`config.mk`:
```
export PLATFORM = sky130hd
export DESIGN_NAME = inv_mix_columns_seq
export DESIGN_NICKNAME = d
export VERILOG_FILES = /design/src/rtl/inv_mix_columns_seq.sv
export SDC_FILE = /design/constraint.sdc
export NUM_CORES = 1
export LEC_CHECK = 0
export ABC_AREA = 1
export CELL_PAD_IN_SITES_DETAIL_PLACEMENT = 1
export CELL_PAD_IN_SITES_GLOBAL_PLACEMENT = 2
export CORE_UTILIZATION = 32
export CTS_CLUSTER_SIZE = 10
export DETAILED_ROUTE_END_ITERATION = 16
export GPL_ROUTABILITY_DRIVEN = 1
export GPL_TIMING_DRIVEN = 0
export PLACE_DENSITY_LB_ADDON = 0.1
export SYNTH_ARGS = -nofsm -noshare
export SYNTH_HDL_FRONTEND = slang
export SYNTH_SLANG_ARGS = --single-unit
export TNS_END_PERCENT = 100
```
`constraint.sdc`:
```
create_clock -name clk -period 3.1 [get_ports clk]
set_input_delay 0.62 -clock clk [delete_from_list [all_inputs] [get_ports clk]]
set_output_delay 0.62 -clock clk [all_outputs]
set_load 0.005 [all_outputs]
```
`src/rtl/inv_mix_columns_seq.sv`:
```
// Sequential AES InvMixColumns: one column per cycle through a single shared
// GF(2^8) datapath, with a bypass mode for the final decrypt round.
module inv_mix_columns_seq (
  input  logic         clk,
  input  logic         n_rst,
  input  logic         start,
  input  logic [127:0] data_in,
  input  logic         bypass,
  output logic         busy,
  output logic         done,
  output logic [127:0] data_out
);

  typedef enum logic [1:0] {
    IDLE = 2'd0,
    CALC = 2'd1,
    DONE = 2'd2
  } state_t;

  state_t       state_r;
  logic [1:0]   col_r;
  logic [127:0] state_in_r;
  logic         bypass_r;
  logic [127:0] data_out_r;
  logic         busy_r;
  logic         done_r;

  logic [31:0]  col_in_s;
  logic [31:0]  col_res_s;

  // Multiply by x in GF(2^8), reducing modulo x^8+x^4+x^3+x+1.
  function automatic logic [7:0] xtime(input logic [7:0] b);
    logic [7:0] r;
    r = {b[6:0], 1'b0};
    if (b[7]) begin
      r = r ^ 8'h1b;
    end else begin
      r = r ^ 8'h00;
    end
    return r;
  endfunction

  function automatic logic [7:0] gmul9(input logic [7:0] b);
    logic [7:0] x2, x4, x8;
    x2 = xtime(b);
    x4 = xtime(x2);
    x8 = xtime(x4);
    return x8 ^ b;
  endfunction

  function automatic logic [7:0] gmulb(input logic [7:0] b);
    logic [7:0] x2, x4, x8;
    x2 = xtime(b);
    x4 = xtime(x2);
    x8 = xtime(x4);
    return x8 ^ x2 ^ b;
  endfunction

  function automatic logic [7:0] gmuld(input logic [7:0] b);
    logic [7:0] x2, x4, x8;
    x2 = xtime(b);
    x4 = xtime(x2);
    x8 = xtime(x4);
    return x8 ^ x4 ^ b;
  endfunction

  function automatic logic [7:0] gmule(input logic [7:0] b);
    logic [7:0] x2, x4, x8;
    x2 = xtime(b);
    x4 = xtime(x2);
    x8 = xtime(x4);
    return x8 ^ x4 ^ x2;
  endfunction

  // Inverse mix of one column; s0 sits in the most significant byte.
  function automatic logic [31:0] inv_col(input logic [31:0] c);
    logic [7:0] s0, s1, s2, s3;
    logic [7:0] o0, o1, o2, o3;
    s0 = c[31:24];
    s1 = c[23:16];
    s2 = c[15:8];
    s3 = c[7:0];
    o0 = gmule(s0) ^ gmulb(s1) ^ gmuld(s2) ^ gmul9(s3);
    o1 = gmul9(s0) ^ gmule(s1) ^ gmulb(s2) ^ gmuld(s3);
    o2 = gmuld(s0) ^ gmul9(s1) ^ gmule(s2) ^ gmulb(s3);
    o3 = gmulb(s0) ^ gmuld(s1) ^ gmul9(s2) ^ gmule(s3);
    return {o0, o1, o2, o3};
  endfunction

  // Select the captured column addressed by the column counter.
  always_comb begin
    col_in_s = 32'h0000_0000;
    case (col_r)
      2'd0:    col_in_s = state_in_r[127:96];
      2'd1:    col_in_s = state_in_r[95:64];
      2'd2:    col_in_s = state_in_r[63:32];
      2'd3:    col_in_s = state_in_r[31:0];
      default: col_in_s = 32'h0000_0000;
    endcase
  end

  // Shared column datapath, or straight copy in bypass mode.
  always_comb begin
    col_res_s = 32'h0000_0000;
    if (bypass_r) begin
      col_res_s = col_in_s;
    end else begin
      col_res_s = inv_col(col_in_s);
    end
  end

  // Control FSM with capture, column write-back and registered status flags.
  always_ff @(posedge clk or negedge n_rst) begin
    if (!n_rst) begin
      state_r    <= IDLE;
      col_r      <= 2'd0;
      state_in_r <= 128'h0;
      bypass_r   <= 1'b0;
      data_out_r <= 128'h0;
      busy_r     <= 1'b0;
      done_r     <= 1'b0;
    end else begin
      case (state_r)
        IDLE: begin
          done_r <= 1'b0;
          if (start) begin
            state_in_r <= data_in;
            bypass_r   <= bypass;
            col_r      <= 2'd0;
            state_r    <= CALC;
            busy_r     <= 1'b1;
          end else begin
            state_r <= IDLE;
            busy_r  <= 1'b0;
          end
        end
        CALC: begin
          case (col_r)
            2'd0:    data_out_r[127:96] <= col_res_s;
            2'd1:    data_out_r[95:64]  <= col_res_s;
            2'd2:    data_out_r[63:32]  <= col_res_s;
            2'd3:    data_out_r[31:0]   <= col_res_s;
            default: data_out_r         <= data_out_r;
          endcase
          col_r  <= col_r + 2'd1;
          busy_r <= 1'b1;
          if (col_r == 2'd3) begin
            state_r <= DONE;
            done_r  <= 1'b1;
          end else begin
            state_r <= CALC;
            done_r  <= 1'b0;
          end
        end
        DONE: begin
          state_r <= IDLE;
          busy_r  <= 1'b0;
          done_r  <= 1'b0;
        end
        default: begin
          // Illegal encoding recovers to a quiet IDLE.
          state_r <= IDLE;
          col_r   <= 2'd0;
          busy_r  <= 1'b0;
          done_r  <= 1'b0;
        end
      endcase
    end
  end

  assign busy     = busy_r;
  assign done     = done_r;
  assign data_out = data_out_r;

endmodule

```
==> impl_results.md <==
* Initial Utilization at 32.4%
* Grt total ovfl at 0
* Synth top area share at 41.5%
* Synthesized netlist cell count at 2001
* Seq/Total Area, Yosys at 41.5%
* Post-synth EDFFs at 0
* Vias in the first global route at between 15000 and 20000
* YS warnings at 0
* Final period util at 96.9%
* DRT iter0 DRCs at 845
* Area of the die at around 0.050 mm²
* Port Buffers at 261
* Endpoints failing hold at 0
* Placed cell count at roughly 2900
* CTS tree: built
* Met1 WL at 28.8 mm
* CTS clock-pin slew for the worst setup and hold paths at 60 ps
* Die Y at 224 µm
* Hold crit path type: input pin to async pin
* RePlAce Congestion at around 0.93
* Status: finished, final reports clean
* Critical Path Start Type: flip-flop
* Req. time, crit path at around 3600 ps
* Slew @ Worst Pin at 1070 ps
* Simple-gate area share of the yosys netlist at between 30 and 40%
* Hold buffers post-CTS at 0
* Commonest non-fill, non-tap cell in the layout: nand2_1
* Non-filler instance count after layout at 3071
* Clock latency at the later pin of the worst-skew pair at about 570 ps
* CTS Sinks at 262
* Antenna Cells at 0
* Synth Flop Type: dfrtp_1
* Iteration count of the initial detailed-routing pass at 5
* Largest net degree at the start of global routing at 111
* Synth area leaders: dfrtp_1 42%, nand2_1 22%, mux2_2 8.8%
* Slew Limit Fails at 0
* Number of remaining DRC errors at 0
* Clock skew at 20.6 ps
* CP Class: flip-flop to flip-flop
* Total core area at 0.0487 mm²
* Maximum clock path buffer count at 3
* Gr usage total at 26.4%
* MaxCap Viol Count at 0
* Worst hold margin at 2.85 ps
* Crit end category: flip-flop
* Site Rows at 81
* Share of cells above drive strength 1 at 24.1%
* RSZ-0062 raised after global routing: yes
* Final ANT Viol Nets at 0
* Dominant cell type by area after synthesis: dfrtp_1
* FMAX at 333 MHz
* Synth-to-layout area growth at 39.3%
* Routed vias at 14922
* Final WL at 66.4 mm
* Combinational family with the most area after synthesis: simple AND/OR/NAND/NOR gates
* Clk root buf: clkbuf_16
* Final-stage net count at ~2500
* Met2 routed WL at 33.5 mm
* Highest routed layer: met4
* Met3 Wirelength at 2.29 mm
* Die Wd at 224 µm
* Area fraction in compound gates after synthesis at 3.00%
* Net count of the mapped netlist at 2138
* CP max FO at 10
* Slew margin rel. at around 29%
* Min Tclk post-route at 3000 ps
* CTS Buf Count at 31
* Global-route wire length before repair at 98.6 mm
* H-tree Lvls at 1
* IO Pins at 262
* Detailed placement HPWL at 51.5 mm
* Count of different cell masters after synthesis at 42
* Syn avg cell area at 7.89 µm²
* DR vias/cell at 4.86
* Critical Path AT at 3450 ps
* Mapped Area at 0.0158 mm²
* Final-report setup violation count at 0
* Adder-cell share of the synthesized area at 0.396%
* Fillcell total at 5790
* Ys async rst share at 100%
* #FFs+latches synth at 262
* Post-Synth XOR/XNOR Area at roughly 6.1%
* Most frequent cells in the layout: 862 x nand2_1, 260 x dfrtp_1, 260 x clkdlybuf4s50_1
* Multiplexer share of the synthesized area at 8.85%
* Post-DR wirelength/cell at roughly 22 µm
* Initial antenna violation count at 0
[cells in the mapped netlist, types with 7 or more instances]
master	number
a21oi_1	10
o21bai_2	8
buf_6	11
nor2_1	56
nand2_2	34
nor2_2	12
nand3_1	219
mux2_2	124
clkbuf_1	29
xnor2_1	23
nand3b_1	10
inv_1	69
dfrtp_1	262
xor2_2	10
or2_1	7
buf_2	16
xor2_1	66
buf_4	7
nand2_1	921
inv_2	27
nand3_2	11
nor2_4	15
[routing by layer]
metal	vias to the layer above	track usage [%]
li1	7121	-
met1	7415	34.0
met2	307	47.3
met3	79	2.37
met4	0	6.85
met5	-	0
[worst paths after layout]
kind	to	slack, ps	cells after the start	start
max in group asynchronous	col_r[0]$_DFFE_PN0P_	2080	2	n_rst
hold / removal	data_out[82]$_DFFE_PN0P_	3	1	n_rst
setup / recovery	data_out[38]$_DFFE_PN0P_	100	16	col_r[0]$_DFFE_PN0P_
setup reg to reg	data_out[38]$_DFFE_PN0P_	100	16	col_r[0]$_DFFE_PN0P_
min in group clk	data_out[117]$_DFFE_PN0P_	480	2	data_out[117]$_DFFE_PN0P_
hold reg to reg	data_out[117]$_DFFE_PN0P_	480	2	data_out[117]$_DFFE_PN0P_
[stage by stage]
| step | TNS (ps) | worst slack (ps) | area [µm²] | util, % |
|---|---|---|---|---|
| final | 0 | 97.1 | 22000 | 45.1 |
| after global routing | -1090 | -57.5 | 22000 | 45.1 |
| after CTS | -19.1 | -18.8 | 21000 | 43.1 |
| after detailed placement | -61000 | -765 | 19300 | 39.6 |
| after global placement | -2835590 | -10670 | 19200 | 39.4 |
| after floorplan | 0 | 683 | 15800 | - |
[flip-flops by register name, indices dropped and copies added, names as in the netlist]
signal      flops
data_out      128
done            1
state_r         1
busy            1
bypass_r        1
state_in_r    128
col_r           2
[what timing repair did]
| item | 4_1_cts | 5_1_grt |
|---|---|---|
| buffers inserted | 62 | 43 |
| resized for setup | 83 | 148 |
| setup endpoints to repair | 128 | 126 |
| pin swaps | 29 | 46 |
[logic make-up (layout without fill, tap and decap cells)]
| group | after synthesis | after routing |
|---|---|---|
| AND/OR/NAND/NOR | 1297 | 1297 |
| flip-flops | 262 | 262 |
| buffers and inverters | 164 | 570 |
| multiplexers | 124 | 124 |
| XOR/XNOR | 100 | 100 |
| AO/OA/AOI/OAI | 49 | 49 |
| adder cells (fa/ha/maj) | 5 | 5 |
[final cells by class]
cell class | count | area [µm²] | share of cell area [%]
buffer | 64 | 479 | 2.18
multi-input combinational | 1575 | 9320 | 42.4
timing repair buffer | 367 | 3560 | 16.2
inverter | 100 | 405 | 1.84
clock buffer | 35 | 811 | 3.69
clock inverter | 4 | 20.0 | 0.0910
tap | 664 | 831 | 3.78
sequential | 262 | 6560 | 29.8
[critical path, cell delays in order (launching register included)]
cell and delay [ps]:
dfrtp_2 440, buf_4 150, ha_4 200, buf_12 160, buf_12 150, nand2_1 60, nand2_1 80, o22ai_4 260
buf_6 220, inv_2 90, nand2_1 110, nand2_1 130, xor2_1 220, nand3b_1 150, nand3_2 210, nand3_1 150
nand2_1 70
Power is left out: the tool's default activity adds up to more than one toggle a clock period on the data nets, which glitch-free logic cannot reach.
